`config.mk`:
```
export PLATFORM = sky130hd
export DESIGN_NAME = pc_next_unit
export DESIGN_NICKNAME = d
export VERILOG_FILES = /design/src/rtl/pc_pkg.sv /design/src/rtl/pc_target_adder.sv /design/src/rtl/pc_next_unit.sv
export SDC_FILE = /design/constraint.sdc
export NUM_CORES = 1
export LEC_CHECK = 0
export ABC_AREA = 0
export BUFFER_PORTS_ARGS = -buffer_cell sky130_fd_sc_hd__buf_2
export CAP_MARGIN = 20
export CORE_AREA = 5 5 169 171
export DETAILED_ROUTE_END_ITERATION = 16
export DIE_AREA = 0 0 174 176
export PLACE_DENSITY = 0.61
export SLEW_MARGIN = 30
export SYNTH_ARGS = -nofsm -noshare
export SYNTH_HDL_FRONTEND = slang
export SYNTH_SLANG_ARGS = --single-unit
export TNS_END_PERCENT = 100
```
`constraint.sdc`:
```
create_clock -name clk -period 2.3 [get_ports clk]
set_input_delay 0.345 -clock clk [delete_from_list [all_inputs] [get_ports clk]]
set_output_delay 0.345 -clock clk [all_outputs]
set_load 0.03 [all_outputs]
```
`src/rtl/pc_pkg.sv`:
```
// Shared types and constants for the PC successor logic.
package pc_pkg;

    typedef enum logic [1:0] {BOOT, RUN, HALT} pc_state_e;

    localparam logic REDIR_BRANCH = 1'b0;
    localparam logic REDIR_JALR   = 1'b1;

    localparam logic [31:0] DEF_RESET_VECTOR = 32'h0100_0000;
    localparam logic [31:0] DEF_TRAP_VECTOR  = 32'h0100_0100;

    // 16-bit alignment only cares about bit 0; 32-bit alignment needs both low bits clear.
    function automatic logic is_misaligned(input logic [1:0] low_bits, input int ialign);
        return (ialign == 16) ? low_bits[0] : (|low_bits);
    endfunction

endpackage

```
`src/rtl/pc_target_adder.sv`:
```
// base + imm, wrapping mod 2^XLEN, with optional clearing of the LSB (JALR).
module pc_target_adder #(
    parameter int XLEN = 32
) (
    input  logic [XLEN-1:0] base,
    input  logic [XLEN-1:0] imm,
    input  logic            clr_lsb,
    output logic [XLEN-1:0] sum
);

    logic [XLEN-1:0] raw;

    assign raw = base + imm;
    assign sum = {raw[XLEN-1:1], raw[0] & ~clr_lsb};

endmodule

```
`src/rtl/pc_next_unit.sv`:
```
// Architectural PC register with fetch handshake, one-entry pending redirect and misalign trap.
module pc_next_unit
    import pc_pkg::*;
#(
    parameter int               XLEN         = 32,
    parameter logic [XLEN-1:0]  RESET_VECTOR = XLEN'(DEF_RESET_VECTOR),
    parameter logic [XLEN-1:0]  TRAP_VECTOR  = XLEN'(DEF_TRAP_VECTOR),
    parameter int               IALIGN       = 32
) (
    input  logic            clk,
    input  logic            rst_n,
    input  logic            stall_i,
    output logic            fetch_valid_o,
    input  logic            fetch_ready_i,
    input  logic            redir_valid_i,
    input  logic            redir_sel_i,
    input  logic [XLEN-1:0] redir_pc_i,
    input  logic [XLEN-1:0] imm_i,
    input  logic [XLEN-1:0] rs1_i,
    input  logic            trap_clr_i,
    output logic [XLEN-1:0] pc_o,
    output logic [XLEN-1:0] pc_plus4_o,
    output logic            misalign_o,
    output logic [XLEN-1:0] badaddr_o
);

    localparam logic [XLEN-1:0] FOUR = XLEN'(4);

    pc_state_e       state;
    logic            pend_valid;
    logic [XLEN-1:0] pend_tgt;

    logic [XLEN-1:0] br_sum;
    logic [XLEN-1:0] jalr_sum;
    logic [XLEN-1:0] live_tgt;
    logic [XLEN-1:0] next_tgt;
    logic            advance;
    logic            redir_taken;
    logic            tgt_misaligned;

    pc_target_adder #(.XLEN(XLEN)) u_br_add (
        .base    (redir_pc_i),
        .imm     (imm_i),
        .clr_lsb (1'b0),
        .sum     (br_sum)
    );

    pc_target_adder #(.XLEN(XLEN)) u_jalr_add (
        .base    (rs1_i),
        .imm     (imm_i),
        .clr_lsb (1'b1),
        .sum     (jalr_sum)
    );

    pc_target_adder #(.XLEN(XLEN)) u_seq_add (
        .base    (pc_o),
        .imm     (FOUR),
        .clr_lsb (1'b0),
        .sum     (pc_plus4_o)
    );

    assign live_tgt = (redir_sel_i == REDIR_JALR) ? jalr_sum : br_sum;
    assign advance  = (state == RUN) && fetch_valid_o && fetch_ready_i && !stall_i;

    // Live redirect beats the buffered one, which beats sequential fetch.
    assign redir_taken    = redir_valid_i || pend_valid;
    assign next_tgt       = redir_valid_i ? live_tgt : (pend_valid ? pend_tgt : pc_plus4_o);
    assign tgt_misaligned = redir_taken && is_misaligned(next_tgt[1:0], IALIGN);

    always_ff @(posedge clk or negedge rst_n) begin
        if (!rst_n) begin
            state         <= BOOT;
            pc_o          <= RESET_VECTOR;
            fetch_valid_o <= 1'b0;
            misalign_o    <= 1'b0;
            badaddr_o     <= '0;
            pend_valid    <= 1'b0;
            pend_tgt      <= '0;
        end else begin
            case (state)
                BOOT: begin
                    state         <= RUN;
                    fetch_valid_o <= 1'b1;
                    if (redir_valid_i) begin
                        pend_valid <= 1'b1;
                        pend_tgt   <= live_tgt;
                    end
                end
                RUN: begin
                    if (advance) begin
                        pend_valid <= 1'b0;
                        if (tgt_misaligned) begin
                            state         <= HALT;
                            fetch_valid_o <= 1'b0;
                            misalign_o    <= 1'b1;
                            badaddr_o     <= next_tgt;
                        end else begin
                            pc_o <= next_tgt;
                        end
                    end else if (redir_valid_i) begin
                        pend_valid <= 1'b1;
                        pend_tgt   <= live_tgt;
                    end
                end
                HALT: begin
                    if (trap_clr_i) begin
                        state         <= RUN;
                        fetch_valid_o <= 1'b1;
                        misalign_o    <= 1'b0;
                        pc_o          <= TRAP_VECTOR;
                    end
                end
                default: begin
                    state         <= BOOT;
                    fetch_valid_o <= 1'b0;
                end
            endcase
        end
    end

endmodule

```
==> qor.csv <==
stage,metric,value,unit
flow_run,Max-Cap Viols,0,
timing,Hold Slack,0.0439,ns
power_and_ir_drop,P_sw,0.00618,W
status,failing checks,setup timing,
power_and_ir_drop,power share of the clock group,0.128,
cts,clk sink count,100,
critical_path,CP peak stage delay,0.40,ns
final_layout,post-route non-filler standard cell count,1875,
timing,setup ws final,-0.168,ns
critical_path,CP Cell Sequence,buf_2 -> ha_4 -> buf_6 -> nand4_1 -> or3_4 -> a2bb2oi_4 -> nand4_1 -> a41oi_2 -> xnor2_1 -> mux2i_2 -> mux2_4 -> nand2_2,
critical_path,Worst Path Max Fanout,4,
critical_path,worst reg2reg path depth,10,
route,Routed Antenna Nets,0,
floorplan,CORE AREA,0.0267,mm2
final_layout,nets@finish,1696,
placement,global placement routability congestion,0.880,
route,drt wl/cell,18.0,um
critical_path,reg-to-reg critical path startpoint,pc_o[4],
synthesis,top_reg_cell synth,dfrtp_1,
critical_path,Top Family by Delay on Critical Path,simple AND/OR/NAND/NOR gates,
critical_path,"most used cell, CP",nand4_1,
synthesis,Post-Synthesis Cell Area,0.00875,mm2
route,Vias/cell,5.29,
floorplan,Initial Utilization,0.327,
grt,grt total ovfl,0,
critical_path,crit path kind,input port to flop,
critical_path,CP Capture Type,flop,
synthesis,largest area contributor in the netlist,dfrtp_1,
status,outcome,"complete, but fails checks",
cts,clock insertion delay at the later pin of the skew report,0.35,ns
critical_path,WP data arrival,2.76,ns
route,DRT Wirelength,33800,um
power_and_ir_drop,P_int,0.00689,W
power_and_ir_drop,LEAKAGE,6.73,nW
synthesis,Avg Inst Size Synth,8.07,um2
route,DR vias,9911,
power_and_ir_drop,Max VDD drop,0.459,mV
critical_path,buffers plus inverters on the worst setup path,2,
synthesis,number of flops mapped to enable cells by yosys,0,
floorplan,Ports,201,
power_and_ir_drop,cell area power density,897,mW/mm2
critical_path,register-to-register setup slack,-0.05,ns
grt,vias in the first global route,9728,
cts,clk buf depth,2,
timing,f_max,405,MHz
cts,H-tree levels,3,
synthesis,Yosys warnings,0,
timing,Final Hold Vio Count,0,
power_and_ir_drop,Comb power frac,0.636,
synthesis,Unique masters post-synth,94,
timing,final slew viol count,0,
timing,RSZ-0062 raised after global routing,yes,
power_and_ir_drop,Sw Share,0.473,
timing,worst clock skew,0.00888,ns
timing,Worst-Margin Slew,0.711,ns
floorplan,Die W,174,um
critical_path,CP startpoint kind,input port,
placement,hpwl dp,26000,um
grt,first-pass GRT wire length,52400,um
timing,Final min period,2.47,ns
critical_path,worst endpoint required time,2.59,ns
critical_path,"Slowest-stage cell, CP",or3_4,
critical_path,R2R Path End,badaddr_o[30],
final_layout,Finished Core Util,0.545,
timing,setup violators final,41,
synthesis,"FFs w/ async S/R, synth",1.00,
cts,"Hold-fix buffers, CTS",0,
worst_hold_path,Hold Crit Class,input port to asynchronous set/reset pin,
power_and_ir_drop,overall power,0.0131,W
cts,Clock Pin Slew Worst Setup and Hold Paths,0.07,ns
grt,antenna violations before repair,0,
synthesis,Yosys reg bits,100,
synthesis,syn_nets,1252,
final_layout,layout cells sized above 1,0.509,
synthesis,Syn Inst Count,1085,
route,Detailed Routing Iterations Pass 1,5,
timing,Max-slew headroom,0.526,
grt,largest net degree at the start of global routing,101,
placement,dpl cells,1818,
synthesis,Yosys top cell area share,0.283,
floorplan,Die Area,0.0306,mm2
final_layout,# fillers,2389,
final_layout,n_diodes,0,
timing,fin crit share,1.07,
cts,Root Buffer,clkbuf_16,
placement,DP Worst Slack,-0.627,ns
synthesis,ranking of synthesized cells by area,"dfrtp_1 (28%), ha_1 (8.9%), nand2_1 (6.1%)",
cts,CTS buffer count,9,
synthesis,most common cell in the netlist,nand2_1,
final_layout,area grow syn2layout,66.6,%
cts,CTS tree,built,
synthesis,register area share after synthesis,0.286,
floorplan,FP Rows,60,
power_and_ir_drop,Reg power frac,0.236,
synthesis,"top cells by count, synth","nand2_1 (142), dfrtp_1 (99), a21oi_1 (85)",
route,remaining routing DRC violations,0,
floorplan,Die Y,176,um
placement,Port Buffers,200,
route,first-iteration detailed-routing DRC count,747,
grt,gr usage total,0.209,
## metrics by stage
stage	TNS, ns	instance area (um2)
after global routing	-8.68	14600
after detailed placement	-39.51	12200
final	-3.38	14600
after global placement	-37.56	12200
after floorplan	-2.49	9190
after CTS	-2.62	13800
## area by class of cell
type,count,area [um2],area share
inverters,25,96.3,0.00661
well taps,341,427,0.0293
multi-input cells,910,7700,0.528
flip-flops and latches,100,2520,0.173
clock buffers,11,243,0.0167
repair buffers,483,3500,0.240
clock inverters,5,83.8,0.00575
## registers in the layout, indices dropped and copies added (netlist names)
register,cells
badaddr_o,32
pc_o,32
pend_tgt,32
state,2
misalign_o,1
pend_valid,1
## power groups by stage
stage	Sequential [W]	Combinational (W)	Clock, W
final	0.00308	0.00831	0.00168
after global routing	0.00317	0.00885	0.00175
after CTS	0.00305	0.00779	0.00169
after detailed placement	0.00305	0.00715	0
after global placement	0.00302	0.00708	0
after floorplan	0.00423	0.00319	0
## logic make-up (layout without fill, tap and decap cells)
family	Yosys count	count (layout)	synth area share
AO/OA/AOI/OAI	343	343	0.247
adder cells (fa/ha/maj)	64	64	0.0932
buffers and inverters	75	524	0.0402
AND/OR/NAND/NOR	390	390	0.211
XOR/XNOR	68	68	0.0681
multiplexers	45	45	0.0543
flip-flops	100	100	0.286
## repair_timing
action	CTS	global route
buffers inserted	29	20
gates resized for setup	202	150
pin swaps	105	93
setup endpoints to repair	95	88
## metal layers
layer | GRT usage | share of wire | vias up
met4 | 0.0521 | 0.018 | 0
met2 | 0.333 | 0.45 | 334
met3 | 0.0212 | 0.053 | 36
met5 | 0 | 0 | -
li1 | - | - | 4827
met1 | 0.305 | 0.48 | 4714
## layout by cell type, fill, tap and decap left out, types with 7 or more instances in the layout
cell type / n
clkbuf_16: 9
a31oi_1: 14
nor3_1: 9
mux2_2: 10
dfrtp_1: 84
nand3_4: 9
buf_4: 253
o21ai_1: 38
ha_4: 35
ha_1: 24
xnor2_2: 11
xnor2_1: 29
nand2b_1: 10
nand4_1: 19
nor2_1: 71
nand3_1: 46
a21o_1: 32
nor2_2: 7
o21bai_1: 9
xor2_1: 14
nand2_1: 136
a21oi_2: 35
inv_1: 22
dfrtp_2: 15
buf_2: 165
and3_1: 7
o21ai_2: 21
xnor2_4: 7
a21oi_1: 46
buf_6: 58
o21ai_0: 53
mux2i_1: 22
## worst max path at each step
stage | start | slack [ns] | to | cells past startpoint
4_1_cts | pc_o[7] | -0.16 | pc_plus4_o[30] | 7
5_1_grt | imm_i[12] | -0.30 | pc_o[31] | 11
3_3_place_gp | imm_i[0] | -0.56 | badaddr_o[30] | 13
2_1_floorplan | redir_pc_i[0] | -0.24 | pend_tgt[28] | 12
3_5_place_dp | imm_i[1] | -0.63 | badaddr_o[14] | 13
6_report | imm_i[12] | -0.17 | badaddr_o[31] | 12
No activity file was read; power rests on OpenSTA's default activity.
